[src/rtl/instr_fetch_pkg.sv]
// Shared types for the instruction fetch stage.
// Define IFETCH_PREFETCH_EN for a two-entry buffer with overlapped fetches.
package instr_fetch_pkg;
  localparam int INSTR_W = 16;
`ifdef IFETCH_PREFETCH_EN
  localparam int BUF_DEPTH = 2;
`else
  localparam int BUF_DEPTH = 1;
`endif
  typedef enum logic [1:0] {IDLE, FETCH, DRAIN} fetch_state_e;
endpackage

[src/rtl/instr_fetch_if.sv]
// Wishbone-classic instruction bus between the fetch stage and memory.
interface instr_fetch_if #(parameter int ADDR_W = 16);
  logic                                cyc_o;
  logic                                stb_o;
  logic [ADDR_W-1:0]                   adr_o;
  logic [instr_fetch_pkg::INSTR_W-1:0] dat_i;
  logic                                ack_i;

  modport master (output cyc_o, stb_o, adr_o, input dat_i, ack_i);
  modport slave  (input cyc_o, stb_o, adr_o, output dat_i, ack_i);
endinterface

[src/rtl/instr_fetch_buf.sv]
// One- or two-entry instruction/PC FIFO; entry 0 is the head register seen by
// the control unit. Flush only clears the count so instr holds its last value.
module ifetch_buf
  import instr_fetch_pkg::*;
#(
  parameter int ADDR_W = 16,
  parameter int DEPTH  = 1
) (
  input  logic               clk,
  input  logic               rst,
  input  logic               flush_i,
  input  logic               push_i,
  input  logic               pop_i,
  input  logic [INSTR_W-1:0] push_instr_i,
  input  logic [ADDR_W-1:0]  push_pc_i,
  output logic [INSTR_W-1:0] head_instr_o,
  output logic [ADDR_W-1:0]  head_pc_o,
  output logic               valid_o,
  output logic [1:0]         count_o
);
  logic [1:0][INSTR_W-1:0] instr_q, instr_d;
  logic [1:0][ADDR_W-1:0]  pc_q, pc_d;
  logic [1:0]              cnt_q, cnt_d, wr_idx;

  always_comb begin
    instr_d = instr_q;
    pc_d    = pc_q;
    cnt_d   = cnt_q;
    wr_idx  = cnt_q - {1'b0, pop_i};
    if (flush_i) begin
      cnt_d = 2'd0;
    end else begin
      if (pop_i && cnt_q == 2'd2) begin
        instr_d[0] = instr_q[1];
        pc_d[0]    = pc_q[1];
      end
      if (push_i) begin
        if (wr_idx == 2'd0) begin
          instr_d[0] = push_instr_i;
          pc_d[0]    = push_pc_i;
        end else if (DEPTH > 1) begin
          instr_d[1] = push_instr_i;
          pc_d[1]    = push_pc_i;
        end
      end
      cnt_d = wr_idx + {1'b0, push_i};
    end
  end

  always_ff @(posedge clk) begin
    if (rst) begin
      instr_q <= '0;
      pc_q    <= '0;
      cnt_q   <= 2'd0;
    end else begin
      instr_q <= instr_d;
      pc_q    <= pc_d;
      cnt_q   <= cnt_d;
    end
  end

  assign head_instr_o = instr_q[0];
  assign head_pc_o    = pc_q[0];
  assign valid_o      = cnt_q != 2'd0;
  assign count_o      = cnt_q;
endmodule

[src/rtl/instr_fetch.sv]
// Instruction fetch stage: PC, Wishbone fetch FSM and instruction buffer.
// Buffer depth follows IFETCH_PREFETCH_EN (see instr_fetch_pkg).
module instr_fetch
  import instr_fetch_pkg::*;
#(
  parameter int                ADDR_W   = 16,
  parameter logic [ADDR_W-1:0] RESET_PC = '0
) (
  input  logic               clk,
  input  logic               rst,
  instr_fetch_if.master      bus,
  output logic [INSTR_W-1:0] instr,
  output logic [ADDR_W-1:0]  instr_pc,
  output logic               instr_valid,
  input  logic               instr_ready,
  input  logic               redirect,
  input  logic [ADDR_W-1:0]  redirect_addr
);
  fetch_state_e      state_q, state_d;
  logic [ADDR_W-1:0] pc_q, pc_d, adr_q, adr_d;
  logic              push, pop;
  logic [1:0]        cnt, occ_keep, occ_fill;
  logic              free_keep, free_fill;

  // A head popped this cycle frees its slot for the fetch decision.
  assign pop       = instr_valid & instr_ready & ~redirect;
  assign occ_keep  = cnt - {1'b0, pop};
  assign occ_fill  = occ_keep + 2'd1;
  assign free_keep = occ_keep < 2'(BUF_DEPTH);
  assign free_fill = occ_fill < 2'(BUF_DEPTH);

  always_comb begin
    state_d = state_q;
    pc_d    = pc_q;
    adr_d   = adr_q;
    push    = 1'b0;
    case (state_q)
      IDLE: begin
        if (redirect) begin
          pc_d    = redirect_addr;
          adr_d   = redirect_addr;
          state_d = FETCH;
        end else if (free_keep) begin
          adr_d   = pc_q;
          state_d = FETCH;
        end
      end
      FETCH: begin
        if (redirect) begin
          pc_d = redirect_addr;
          // An open bus cycle must still be acked before the new address goes out.
          if (bus.ack_i) adr_d = redirect_addr;
          else           state_d = DRAIN;
        end else if (bus.ack_i) begin
          push = 1'b1;
          pc_d = pc_q + ADDR_W'(1);
          if (free_fill) adr_d = pc_q + ADDR_W'(1);
          else           state_d = IDLE;
        end
      end
      DRAIN: begin
        if (redirect) begin
          pc_d = redirect_addr;
          if (bus.ack_i) begin
            adr_d   = redirect_addr;
            state_d = FETCH;
          end
        end else if (bus.ack_i) begin
          adr_d   = pc_q;
          state_d = FETCH;
        end
      end
      default: state_d = IDLE;
    endcase
  end

  always_ff @(posedge clk) begin
    if (rst) begin
      state_q <= IDLE;
      pc_q    <= RESET_PC;
      adr_q   <= '0;
    end else begin
      state_q <= state_d;
      pc_q    <= pc_d;
      adr_q   <= adr_d;
    end
  end

  assign bus.stb_o = state_q != IDLE;
  assign bus.cyc_o = bus.stb_o;
  assign bus.adr_o = adr_q;

  ifetch_buf #(.ADDR_W(ADDR_W), .DEPTH(BUF_DEPTH)) u_buf (
    .clk          (clk),
    .rst          (rst),
    .flush_i      (redirect),
    .push_i       (push),
    .pop_i        (pop),
    .push_instr_i (bus.dat_i),
    .push_pc_i    (adr_q),
    .head_instr_o (instr),
    .head_pc_o    (instr_pc),
    .valid_o      (instr_valid),
    .count_o      (cnt)
  );
endmodule
[src/flat_wrapper.sv]
// flat-port wrapper written by rule: the top's interface ports become plain ports
module instr_fetch_flat import instr_fetch_pkg::*;
#(
  parameter int                ADDR_W   = 16,
  parameter logic [ADDR_W-1:0] RESET_PC = '0
)
  (clk, rst, instr, instr_pc, instr_valid, instr_ready, redirect, redirect_addr, bus_cyc_o, bus_stb_o, bus_adr_o, bus_dat_i, bus_ack_i);
  instr_fetch_if #(.ADDR_W(ADDR_W)) bus_i ();
  input  logic clk;
  input  logic rst;
  output logic [INSTR_W-1:0] instr;
  output logic [ADDR_W-1:0] instr_pc;
  output logic instr_valid;
  input  logic instr_ready;
  input  logic redirect;
  input  logic [ADDR_W-1:0] redirect_addr;
  output wire logic [$bits(bus_i.cyc_o)-1:0] bus_cyc_o;
  output wire logic [$bits(bus_i.stb_o)-1:0] bus_stb_o;
  output wire logic [$bits(bus_i.adr_o)-1:0] bus_adr_o;
  input wire logic [$bits(bus_i.dat_i)-1:0] bus_dat_i;
  input wire logic [$bits(bus_i.ack_i)-1:0] bus_ack_i;
  assign bus_cyc_o = bus_i.cyc_o;
  assign bus_stb_o = bus_i.stb_o;
  assign bus_adr_o = bus_i.adr_o;
  assign bus_i.dat_i = bus_dat_i;
  assign bus_i.ack_i = bus_ack_i;
  instr_fetch #(.ADDR_W(ADDR_W), .RESET_PC(RESET_PC)) u_core (.clk(clk), .rst(rst), .bus(bus_i), .instr(instr), .instr_pc(instr_pc), .instr_valid(instr_valid), .instr_ready(instr_ready), .redirect(redirect), .redirect_addr(redirect_addr));
endmodule
[config.mk]
export PLATFORM = sky130hd
export DESIGN_NAME = instr_fetch_flat
export DESIGN_NICKNAME = d
export VERILOG_FILES = /design/src/rtl/instr_fetch_pkg.sv /design/src/rtl/instr_fetch_if.sv /design/src/rtl/instr_fetch_buf.sv /design/src/rtl/instr_fetch.sv /design/src/flat_wrapper.sv
export SDC_FILE = /design/constraint.sdc
export NUM_CORES = 1
export LEC_CHECK = 0
export ABC_AREA = 1
export CORE_MARGIN = 8
export CORE_UTILIZATION = 57
export CTS_BUF_LIST = sky130_fd_sc_hd__clkbuf_4
export DETAILED_ROUTE_END_ITERATION = 6
export PLACE_DENSITY_LB_ADDON = 0.12
export SYNTH_ARGS = -nofsm -noshare
export SYNTH_HDL_FRONTEND = slang
export SYNTH_SLANG_ARGS = --single-unit
[constraint.sdc]
create_clock -name clk -period 3.5 [get_ports clk]
set_input_delay 0.7 -clock clk [delete_from_list [all_inputs] [get_ports clk]]
set_output_delay 0.7 -clock clk [all_outputs]
set_load 0.005 [all_outputs]
==> flow_summary.ini <==
[floorplanning]
core_area_sq_um = 7098
die_area_sq_um = 10150
num_rows = 31
die_h_microns = 100.8
fp.dieW_microns = 100.8
num_io_pins = 88
start_util = 0.5768

[timing]
fmax_ghz = 0.3921
worst_slew_pin_slew_ps = 598.9
rsz0062_at_grt = no
drv_slew = 0
finClkSkew_ps = 10.84
fin_tns_setup_ps = 0
fin_crit_ps = 2550
slew_headroom = 0.6007
hold_violations = 0
setup_violations = 0
fin_crit_sh = 0.7286

[global_route]
grt_use_met2 = 0.3846
grt_antenna_before_repair = 0
grt_pass1_wl_mm = 20.71
gr-max-usage-layer = met2
grt_max_degree = 52
grt_overflow = 0
track_usage = 0.2472
grt_pass1_vias = 4148
grtUsageMet3 = 0.04903
met1_usage = 0.3285

[critical_path]
critPathLaunchType = flop
cp.arrival_ps = 1850
critPathMaxFanout = 6
criticalPathCategory = flop to output pin
crit_required_ps = 2800
crit_path_end_kind = output pin

[yosys]
yosys_register_bits = 68
netlist_area_sq_um = 4094
syn_inst = 628
synth.distinct_cells = 29
netlist.top_cell.by_area = dfxtp_1
yosysTopAreaCellShare = 0.3325
synth_area_per_cell_sq_um = 6.519
synth_ff_type = dfxtp_1
yosysSeqAreaShare = 0.3325
synth-edff-count = 0
synth_top_cells_by_area = dfxtp_1 (33%), nand2_1 (13%), a21oi_1 (11%), nand3_1 (9.5%), nand4_1 (6.1%)
async_flop_share = 0
syn_nets = 673
synth_warnings = 0

[cts]
post_cts_buffers = 0
cts_buffers = 9
ctsResizeCount = 0
htree_levels = 3
clk_pin_slew_ps = 130
clk-insertion-delay-late_ps = 410
clockRootBuffer = clkbuf_4
cts.path.max_buffers = 2
cts_tree = yes
clock-sinks = 68
holdBufCountCts = 0

[worst_hold_path]
hp-class = flop to flop

[run_status]
outcome = finished, final reports clean

[power_and_ir_drop]
p_int_uw = 1956
p_clk_frac = 0.171
swShare = 0.4474
peakVddDrop_mv = 0.3732
p_switching_uw = 1583
pwr-share-comb = 0.496
power_per_cell_area_nw_per_um2 = 693.6
power_leakage_uw = 0.001949
seqPwrFrac = 0.333

[drt]
ant_nets = 0
remaining_drc_errors = 0
drt_first_pass_iters = 7
drtIter0Drc = 433
vias_per_cell = 5.877
vias = 4684
wirelength_mm = 12.66
wl_per_cell_microns = 15.89

[cells_and_area]
final_util = 0.7188
drive_above_1_share = 0.07163
area_growth_pct = 24.63
diodes = 0
stdcell_area_sq_um = 5102
fin_nets = 738

[run]
drv_cap = 0

[place]
io_buffers = 87
gp_congestion = 0.9984
hpwl_mm = 9.093
place_area_sq_um = 4937
-- layout by cell type, fill, tap and decap left out, types with 11 or more instances in the layout --
cell and n:
clkdlybuf4s50_1 86, nand2_1 139, nor2_1 45, nand3_1 78, dfxtp_1 68, o21ai_0 41, a21oi_1 93, inv_1 34
nand4_1 40, buf_4 11
-- worst max-delay path, cell delays in order, from the launching register on --
cell             delay (ps)
dfxtp_1                 470
inv_1                   120
ha_1                    260
inv_1                    90
clkdlybuf4s50_1         510
-- cells in the mapped netlist, types with 4 or more instances --
cell	number
dfxtp_1	68
nand2_2	5
clkbuf_1	19
inv_1	34
nand4_1	40
xor2_1	4
nor2_1	45
inv_2	5
buf_4	6
nor2_2	4
buf_2	15
nand2_1	139
ha_1	8
nand3_1	78
o21ai_0	41
a21oi_1	93
-- cells by family (layout without fill, tap and decap cells) --
| logic type | Yosys count | count (layout) | synth area share |
|---|---|---|---|
| adders and majority gates | 8 | 8 | 0.02445 |
| AOI/OAI and AO/OA | 144 | 144 | 0.1825 |
| buffers and inverters | 83 | 153 | 0.09168 |
| and+or+nand+nor | 321 | 321 | 0.3603 |
| xor gates and xnor gates | 4 | 4 | 0.008557 |
| DFF | 68 | 68 | 0.3325 |
-- sequential cells by signal, summed over array words and instances (netlist names) --
signal / cells
u_core.u_buf.head_instr_o: 16
u_core.u_buf.head_pc_o: 16
u_core.u_buf.count_o: 2
u_core.state_q: 2
u_core.bus.adr_o: 16
u_core.pc_q: 16
-- layer usage --
| layer | vias to the layer above | part of all wire |
|---|---|---|
| met1 | 2143 | 0.45 |
| met2 | 239 | 0.45 |
| li1 | 2280 | - |
| met3 | 22 | 0.083 |
| met5 | - | 0 |
| met4 | 0 | 0.016 |
-- power groups by stage --
stage | sequential [uW] | clock (uW) | combinational [uW]
4_1_cts | 1170 | 614 | 1720
5_1_grt | 1200 | 647 | 1950
2_1_floorplan | 1130 | 0 | 1180
3_5_place_dp | 1190 | 0 | 1700
6_report | 1180 | 605 | 1750
3_3_place_gp | 1180 | 0 | 1660
-- final timing paths --
| check | depth (start not counted) | to | from | slack [ps] |
|---|---|---|---|---|
| worst max-delay path | 4 | bus_cyc_o | u_core.state_q[0]$_SDFFE_PP0P_ | 950 |
| worst min-delay path | 2 | u_core.u_buf.head_instr_o[8]$_SDFFE_PP0N_ | u_core.u_buf.head_instr_o[8]$_SDFFE_PP0N_ | 490 |
| worst max register to register | 10 | u_core.u_buf.count_o[1]$_SDFF_PP0_ | u_core.state_q[0]$_SDFFE_PP0P_ | 1030 |
| worst min register to register | 2 | u_core.u_buf.head_instr_o[8]$_SDFFE_PP0N_ | u_core.u_buf.head_instr_o[8]$_SDFFE_PP0N_ | 490 |
-- area by class of cell --
type | count | area [sq um]
Inverter | 39 | 146.4
Multi-Input combinational cell | 477 | 2357
Fill cell | 624 | 1996
Timing Repair Buffer | 98 | 948.4
Tap cell | 99 | 123.9
Sequential cell | 68 | 1361
Clock buffer | 9 | 67.56
Clock inverter | 7 | 97.59
-- through the flow --
stage | total power, uW | hold WS (ps) | setup slack (ps) | instances
floorplan | 2318 | 468.9 | 1401 | 628
global placement | 2839 | 467.1 | 689.4 | 781
detailed placement | 2891 | 472.2 | 653.5 | 781
CTS | 3499 | 491.3 | 927.6 | 797
global route | 3798 | 512.1 | 818.2 | 797
finish | 3539 | 488.7 | 949.9 | 797
Power figures use the tool's default switching activity.
